[src/rtl/ita_msg_source.sv]
// Message buffer + 14-segment font + marquee scroll for the 12-digit scanner.
// Returns the segment pattern for digit_idx one cycle after it is presented.
module ita_msg_source #(
  parameter int          MSG_DEPTH  = 32,
  parameter logic [23:0] SCROLL_DIV = 24'd6000000
) (
  input  logic        clk,
  input  logic        rst,
  input  logic        wr_valid,
  output logic        wr_ready,
  input  logic [6:0]  wr_char,
  input  logic        wr_last,
  input  logic        scroll_en,
  input  logic [3:0]  digit_idx,
  output logic [13:0] seg_code,
  output logic [5:0]  msg_len
);

  localparam int AW = $clog2(MSG_DEPTH);

  typedef enum logic [1:0] {IDLE, LOAD, COMMIT, SHOW} state_t;

  state_t          state, state_nxt;
  logic [5:0]      wr_ptr;
  logic [AW-1:0]   offset;
  logic [23:0]     div_cnt;
  logic [6:0]      mem [MSG_DEPTH];
  logic            acc;
  logic [AW-1:0]   wr_addr;
  logic [6:0]      sum;
  logic [AW-1:0]   rd_addr;
  logic            blank;

  function automatic logic [13:0] font(input logic [6:0] c);
    logic [6:0] u;
    u = (c >= 7'h61 && c <= 7'h7A) ? c - 7'h20 : c;
    case (u)
      7'h30: font = 14'b11111100001001;
      7'h31: font = 14'b01100000001000;
      7'h32: font = 14'b11011011000000;
      7'h33: font = 14'b11110011000000;
      7'h34: font = 14'b01100111000000;
      7'h35: font = 14'b10110111000000;
      7'h36: font = 14'b10111111000000;
      7'h37: font = 14'b11100000000000;
      7'h38: font = 14'b11111111000000;
      7'h39: font = 14'b11110111000000;
      7'h41: font = 14'b11101111000000;
      7'h42: font = 14'b11110001010010;
      7'h43: font = 14'b10011100000000;
      7'h44: font = 14'b11110000010010;
      7'h45: font = 14'b10011110000000;
      7'h46: font = 14'b10001110000000;
      7'h47: font = 14'b10111101000000;
      7'h48: font = 14'b01101111000000;
      7'h49: font = 14'b10010000010010;
      7'h4A: font = 14'b01111000000000;
      7'h4B: font = 14'b00001110001100;
      7'h4C: font = 14'b00011100000000;
      7'h4D: font = 14'b01101100101000;
      7'h4E: font = 14'b01101100100100;
      7'h4F: font = 14'b11111100000000;
      7'h50: font = 14'b11001111000000;
      7'h51: font = 14'b11111100000100;
      7'h52: font = 14'b11001111000100;
      7'h53: font = 14'b10110111000000;
      7'h54: font = 14'b10000000010010;
      7'h55: font = 14'b01111100000000;
      7'h56: font = 14'b00001100001001;
      7'h57: font = 14'b01101100000101;
      7'h58: font = 14'b00000000101101;
      7'h59: font = 14'b00000000101010;
      7'h5A: font = 14'b10010000001001;
      default: font = 14'b0;  // space and unsupported codes
    endcase
  endfunction

  assign acc     = wr_valid && wr_ready;
  assign wr_addr = (state == LOAD) ? wr_ptr[AW-1:0] : '0;

  always_comb begin
    state_nxt = state;
    case (state)
      IDLE, SHOW: if (acc) state_nxt = wr_last ? COMMIT : LOAD;
      LOAD:       if (acc && (wr_last || wr_ptr == 6'(MSG_DEPTH-1))) state_nxt = COMMIT;
      COMMIT:     state_nxt = SHOW;
      default:    state_nxt = IDLE;
    endcase
  end

  always_ff @(posedge clk) begin
    if (rst) begin
      state    <= IDLE;
      wr_ptr   <= '0;
      msg_len  <= '0;
      offset   <= '0;
      div_cnt  <= '0;
      wr_ready <= 1'b0;
    end else begin
      state    <= state_nxt;
      // ready is registered so it drops exactly for the COMMIT cycle
      wr_ready <= (state_nxt != COMMIT);
      if (acc) wr_ptr <= 6'(wr_addr) + 6'd1;
      if (state == COMMIT) begin
        msg_len <= wr_ptr;
        offset  <= '0;
        div_cnt <= '0;
      end else if (acc && state != LOAD) begin
        msg_len <= '0;
      end else if (state == SHOW && scroll_en) begin
        if (div_cnt == SCROLL_DIV - 24'd1) begin
          div_cnt <= '0;
          if (msg_len > 6'd12)
            offset <= (6'(offset) + 6'd1 == msg_len) ? '0 : offset + AW'(1);
        end else begin
          div_cnt <= div_cnt + 24'd1;
        end
      end
    end
  end

  always_ff @(posedge clk) begin
    if (acc) mem[wr_addr] <= wr_char;
  end

  // offset < msg_len and idx < msg_len whenever not blank, so one subtract wraps
  always_comb begin
    sum     = 7'(offset) + 7'(digit_idx);
    rd_addr = AW'((sum >= 7'(msg_len)) ? sum - 7'(msg_len) : sum);
    blank   = (state != SHOW) || (digit_idx > 4'd11) ||
              (msg_len <= 6'd12 && {2'b0, digit_idx} >= msg_len);
  end

  always_ff @(posedge clk) begin
    if (rst) seg_code <= '0;
    else     seg_code <= blank ? 14'b0 : font(mem[rd_addr]);
  end

endmodule

[config.mk]
export PLATFORM = sky130hd
export DESIGN_NAME = ita_msg_source
export DESIGN_NICKNAME = d
export VERILOG_FILES = /design/src/rtl/ita_msg_source.sv
export SDC_FILE = /design/constraint.sdc
export NUM_CORES = 1
export LEC_CHECK = 0
export BUFFER_PORTS_ARGS = -buffer_cell sky130_fd_sc_hd__buf_4
export CORE_UTILIZATION = 61
export DETAILED_ROUTE_END_ITERATION = 7
export PLACE_DENSITY = 0.85
export SLEW_MARGIN = 20
export SYNTH_ARGS = -nofsm -noshare
export SYNTH_HDL_FRONTEND = slang
export SYNTH_SLANG_ARGS = --single-unit
[constraint.sdc]
create_clock -name clk -period 13.3 [get_ports clk]
set_clock_uncertainty 0.05 [all_clocks]
set_input_delay 1.33 -clock clk [delete_from_list [all_inputs] [get_ports clk]]
set_output_delay 1.33 -clock clk [all_outputs]
set_load 0.05 [all_outputs]
# Yosys cells after proc, flatten, opt, wreduce, memory -nomap -nowiden
# Memory sizes are Yosys's and may differ from the RTL's. A register that Yosys moved wholly into a read port is not among the register bits.
# Index checks and enable logic that the tools add are counted.
# classes
reduce_logical	16
magnitude_cmp	7
n_eq_ne	9
bitwise_logic	1
addsub	7
n_mux	13
# op_table
cell	n
adder 24 x 1 -> 24 bit (second input constant)	1
== test 24 x 23 -> 1 bit (second input constant)	1
2-to-1 mux 24 bit	1
2-to-1 mux 5 bit	3
adder 5 x 1 -> 6 bit (second input constant)	2
2-to-1 mux 6 bit	2
greater-or-equal comparator 7 bit (second input constant)	1
less-or-equal comparator 7 bit (second input constant)	1
2-to-1 mux 7 bit	1
subtractor 7 x 6 -> 7 bit (second input constant)	1
adder 5 x 4 -> 6 bit	1
== test 6 x 5 -> 1 bit (second input constant)	1
== test 6 bit	1
greater-or-equal comparator 4 x 6 -> 1 bit	1
greater-or-equal comparator 6 bit	1
greater-than comparator 6 x 4 -> 1 bit (second input constant)	1
less-or-equal comparator 6 x 4 -> 1 bit (second input constant)	1
logical AND 1 bit	6
2-to-1 mux 2 bit	3
case mux 2 bit (3 select lines)	1
OR reduction 2 bit	3
adder 5 x 1 -> 5 bit (second input constant)	1
subtractor 5 bit	1
== test 2 bit (second input constant)	2
other kinds (11)	15
# totals
output_inout_bits	21
elab_cells	61
ramBits	224
rom_bits	1792
regBits	44
mem_count	2
# memory_table
memory	words	word_bits	rd	rd_clocked_by_memory_dff	wr	line	source
(name not given)	128	14	1	1	0	37	case (u)
mem	32	7	1	0	1	27	logic [6:0] mem [MSG_DEPTH];

# Longest topological paths before layout
# An unclocked memory read counts as a cell.
# logic_depth
ltp_word	7
mapped_depth	25

# Worst setup path after synthesis
# No wires, ideal clock.
# synth_timing
path_type	input -> register
startpoint	in digit_idx[0]
endpoint	reg seg_code[10]
setup_ns	0.087
required_ns	13.163
n_path_buf	1
cell_stages	21
t_arrival_ns	6.177
slack_ns	6.986
path_cell_list	ha_1 -> fa_1 -> xnor2_1 -> inv_1 -> ha_1 -> nand4_2 -> o21ai_4 -> o21ai_2 -> buf_2 -> a311oi_1 -> a32oi_1 -> mux4_2 -> mux2_2 -> inv_1 -> ha_1 -> inv_1 -> or4_1 -> a21oi_1 -> o21ai_0 -> a22o_1 -> o31ai_1
# synth_via
elab_chain_cells	7
word_cells_on_any_way	16
cone_classes	3 x add/sub; 5 x order compare; 2 x mux; 5 x reduce/logical; 1 x memory
# synth_rtl
element	line	source
start: declaration	14	input logic [3:0] digit_idx,
adder 5 x 4 -> 6 bit	128	sum = 7'(offset) + 7'(digit_idx);
subtractor 5 bit / greater-or-equal comparator 6 bit (equally long branches)	129	rd_addr = AW'((sum >= 7'(msg_len)) ? sum - 7'(msg_len) : sum);
2-to-1 mux 5 bit	129	
memory read (32 x 7 bit)	--	
greater-or-equal comparator 7 bit / less-or-equal comparator 7 bit (equally long branches)	36	u = (c >= 7'h61 && c <= 7'h7A) ? c - 7'h20 : c;
logical AND 1 bit	36	
2-to-1 mux 7 bit	36	
end: declaration	15	output logic [13:0] seg_code,
# Several ways; a longest one is shown, not always the timed one.
# A chain may end at the register's enable or synchronous reset.

# Worst setup path in the final report
# layout_timing
startpoint	in digit_idx[0]
endpoint	reg seg_code[8]
# The elaborated chain is that of the path after synthesis.

==> impl_metrics.yaml <==
timing:
  post-route-period-util_pct: 56.8
  setup-violations-final: 0
  layout_min_cycle_time_ns: 7.56
  finalMaxSlewViolations: 0
  worstMarginPinSlew_ns: 1.18
  tns_ns: 0
  slew-limit-headroom_pct: 20.8
  fmax_mhz: 132
  hold_viol: 0
  rsz0062_at_grt: "false"
final_layout:
  areaGrowthSynthToFinish_pct: 10.1
  seqCellArea_sq_um: 7890
  multi_input_area_sq_um: 5020
  drive_gt1_share_pct: 10.4
  n_fill_cell: 1523
  postLayoutCellArea_sq_um: 14700
  fin_nets: 1232
  antennaDiodeCount: 0
global_routing:
  grt_first_pass_wirelength_um: 53700
  grt_pass1_vias: 9664
  grt_usage_pct: 31.6
  antenna_found_initial: 0
  grt_overflow: 0
  grt_max_degree: 68
die:
  start_util_pct: 62.7
  die_h_um: 150
  die_w_um: 150
  dieArea_sq_um: 22400
  num_io_pins: 37
  coreArea_sq_um: 21200
  rows: 53
placed_design:
  port_buffers: 36
  post-dp-hpwl_um: 22100
  gp_congestion: 0.939
  placed_area_sq_um: 13800
worst_hold_path:
  whs_endpoint: "wr_ptr[5]"
  hp-start: "wr_ptr[5]"
  min-delay-path-class: "reg -> reg"
  worstHoldPathCells: 2
run_status:
  status: "finished clean"
route:
  drc_errors: 0
  vias_per_cell: 6.87
  vias: 10200
  ant_nets: 0
  drt_iter0_drc: 1353
  finalWirelength_um: 34800
  wl_per_cell_um: 23.5
  drtPass1Iterations: 6
logic_synthesis:
  synth-async-reset-ratio_pct: 0
  ys_warn_count: 0
  synth-seq-cells: 282
  synth_area_leader_cell: "edfxtp_1"
  netlist_area_sq_um: 13300
  yosysMostFrequentCell: "edfxtp_1"
  syn_inst: 1171
  yosysTopAreaCellShare_pct: 50.5
  synth_edf_count: 224
  synth_area_leaders: "edfxtp_1 51%, dfxtp_1 8.7%, nand3_1 3.6%, o21ai_0 3.6%, ha_1 3.0%"
  synth.avg_cell_area_sq_um: 11.4
  synth_flop_cell: "edfxtp_1"
  synth_cell_types: 80
  synth-seq-area-share_pct: 59.2
  synth_fp_nets: 1221
  synth_top_cells_by_count: "224 x edfxtp_1, 99 x nor2_1, 96 x nand3_1"
worst_setup_path:
  arrival_ns: 7.96
  rr_worst_depth: 19
  endpoint_kind: "flop"
  cp.required_ns: 13.70
  rrSetupSlack_ns: 6.22
  worstPathMaxFanout: 26
  r2r-start: "offset[0]"
  worstSetupStartpointType: "input pin"
  reg2reg_to: "seg_code[8]"
  critPathKind: "in -> reg"
power_and_ir_drop:
  p_per_area_nw_per_um2: 146
  p_leak_nw: 4.97
  vdd_ir_drop_max_mv: 0.101
clock_tree:
  cts_tree: "yes"
  cts-htree-levels: 1
  cts_root_buf: "clkbuf_16"
  cts-resized-gates: 0
  clkTransAtPathRegs_ns: 0.06
  hold_buffers: 0
  clk_path_buf_depth: 3
  cts_sinks: 282
  clk_latency_ns: 0.54
  cts_made_buffers: 28
  postCtsSetupRepairBufs: 0
flow_run:
  cap_violations: 0
-- worst max-delay path by stage --
stage / from / end / slack, ns / cells after the start
final: digit_idx[0] / seg_code[8] / 5.74 / 20
after global routing: digit_idx[0] / seg_code[8] / 5.25 / 20
after CTS: digit_idx[0] / seg_code[8] / 5.91 / 20
after detailed placement: digit_idx[0] / seg_code[8] / 5.35 / 20
after global placement: digit_idx[0] / seg_code[10] / 5.60 / 21
after floorplan: digit_idx[0] / seg_code[10] / 6.99 / 21
-- per-layer routing --
layer	part of all wire [%]	GRT usage, %
met5	0	0
met3	11	5.70
met1	39	42.6
met4	4.0	13.6
met2	47	50.4
-- stage by stage --
stage	setup WS [ns]	total power [mW]	instances	hold slack (ns)	util [%]
after floorplan	6.99	1.27	1171	0.391	-
final	5.74	2.15	1479	0.432	69.1
after CTS	5.91	2.13	1479	0.430	69.0
after global routing	5.25	2.21	1479	0.456	69.1
after global placement	5.60	1.38	1427	0.405	64.9
after detailed placement	5.35	1.38	1427	0.411	64.9
-- cells in the final DEF, fill, tap and decap left out, types with 6 or more instances in the layout --
master     synthesis  layout
edfxtp_1         224     224
nor2_1            99      98
nand3_1           96      95
o21ai_0           95      95
nand2_1           81      81
dfxtp_1           58      58
buf_4              2      49
inv_1             40      40
a32oi_1           37      37
nand4_1           32      32
ha_1              32      32
a21oi_1           31      30
clkbuf_16          0      29
and3_1            20      20
xor2_1            20      20
a211oi_1          19      19
xnor2_1           16      16
o211ai_1          14      14
nor3_1            12      12
o22ai_1           10      10
mux2i_1           10      10
a21o_1             9       9
nor2b_1            9       9
a311oi_1           9       9
a31oi_1            9       9
clkinv_1           0       8
o221ai_1           7       7
and4_1             7       7
or3_1              6       6
o31a_1             6       6
clkinv_2           0       6
-- sequential cells by signal (all words and copies together), names as in the netlist --
register  flops
mem         224
seg_code     14
state         2
msg_len       6
wr_ptr        6
wr_ready      1
div_cnt      24
offset        5
-- report_power, final --
part	switching (mW)	leakage, nW	total (mW)	internal [mW]
clock	0.332	0.433	0.766	0.434
sequential	0.00782	2.48	0.970	0.962
combinational	0.284	2.05	0.409	0.125
total	0.624	4.97	2.15	1.52
-- cell families (layout without fill, tap and decap cells) --
group                      count (synthesis)  in the layout  share of synthesized area [%]
and+or+nand+nor                          396            396                           14.7
AOI/OAI and AO/OA                        300            300                           15.6
DFF                                      282            282                           59.2
buffers and inverters                    108            141                           3.40
xor gates and xnor gates                  36             36                           2.37
adders and majority gates                 34             34                           3.31
muxes                                     15             15                           1.34
-- worst max-delay path: stages --
cell       delay [ns]
buf_4            0.12
ha_1             0.20
fa_1             0.41
xnor2_1          0.58
inv_1            0.20
ha_1             0.41
nand4_2          0.17
o21a_1           0.46
nand3_1          0.37
nand2_1          0.82
a32oi_1          0.23
mux4_2           0.53
mux2_2           0.40
inv_1            0.22
ha_1             0.30
inv_1            0.12
o2111ai_1        0.36
o211ai_1         0.18
and2_4           0.23
o32ai_1          0.29
-- layout make-up --
type	instances	share of cell area (%)
tap	275	2.35
multi-input combinational	781	34.2
clock inverter	21	1.06
sequential	282	53.8
timing repair buffer	49	2.51
clock buffer	31	5.00
inverter	40	1.02
Power figures use the tool's default switching activity.
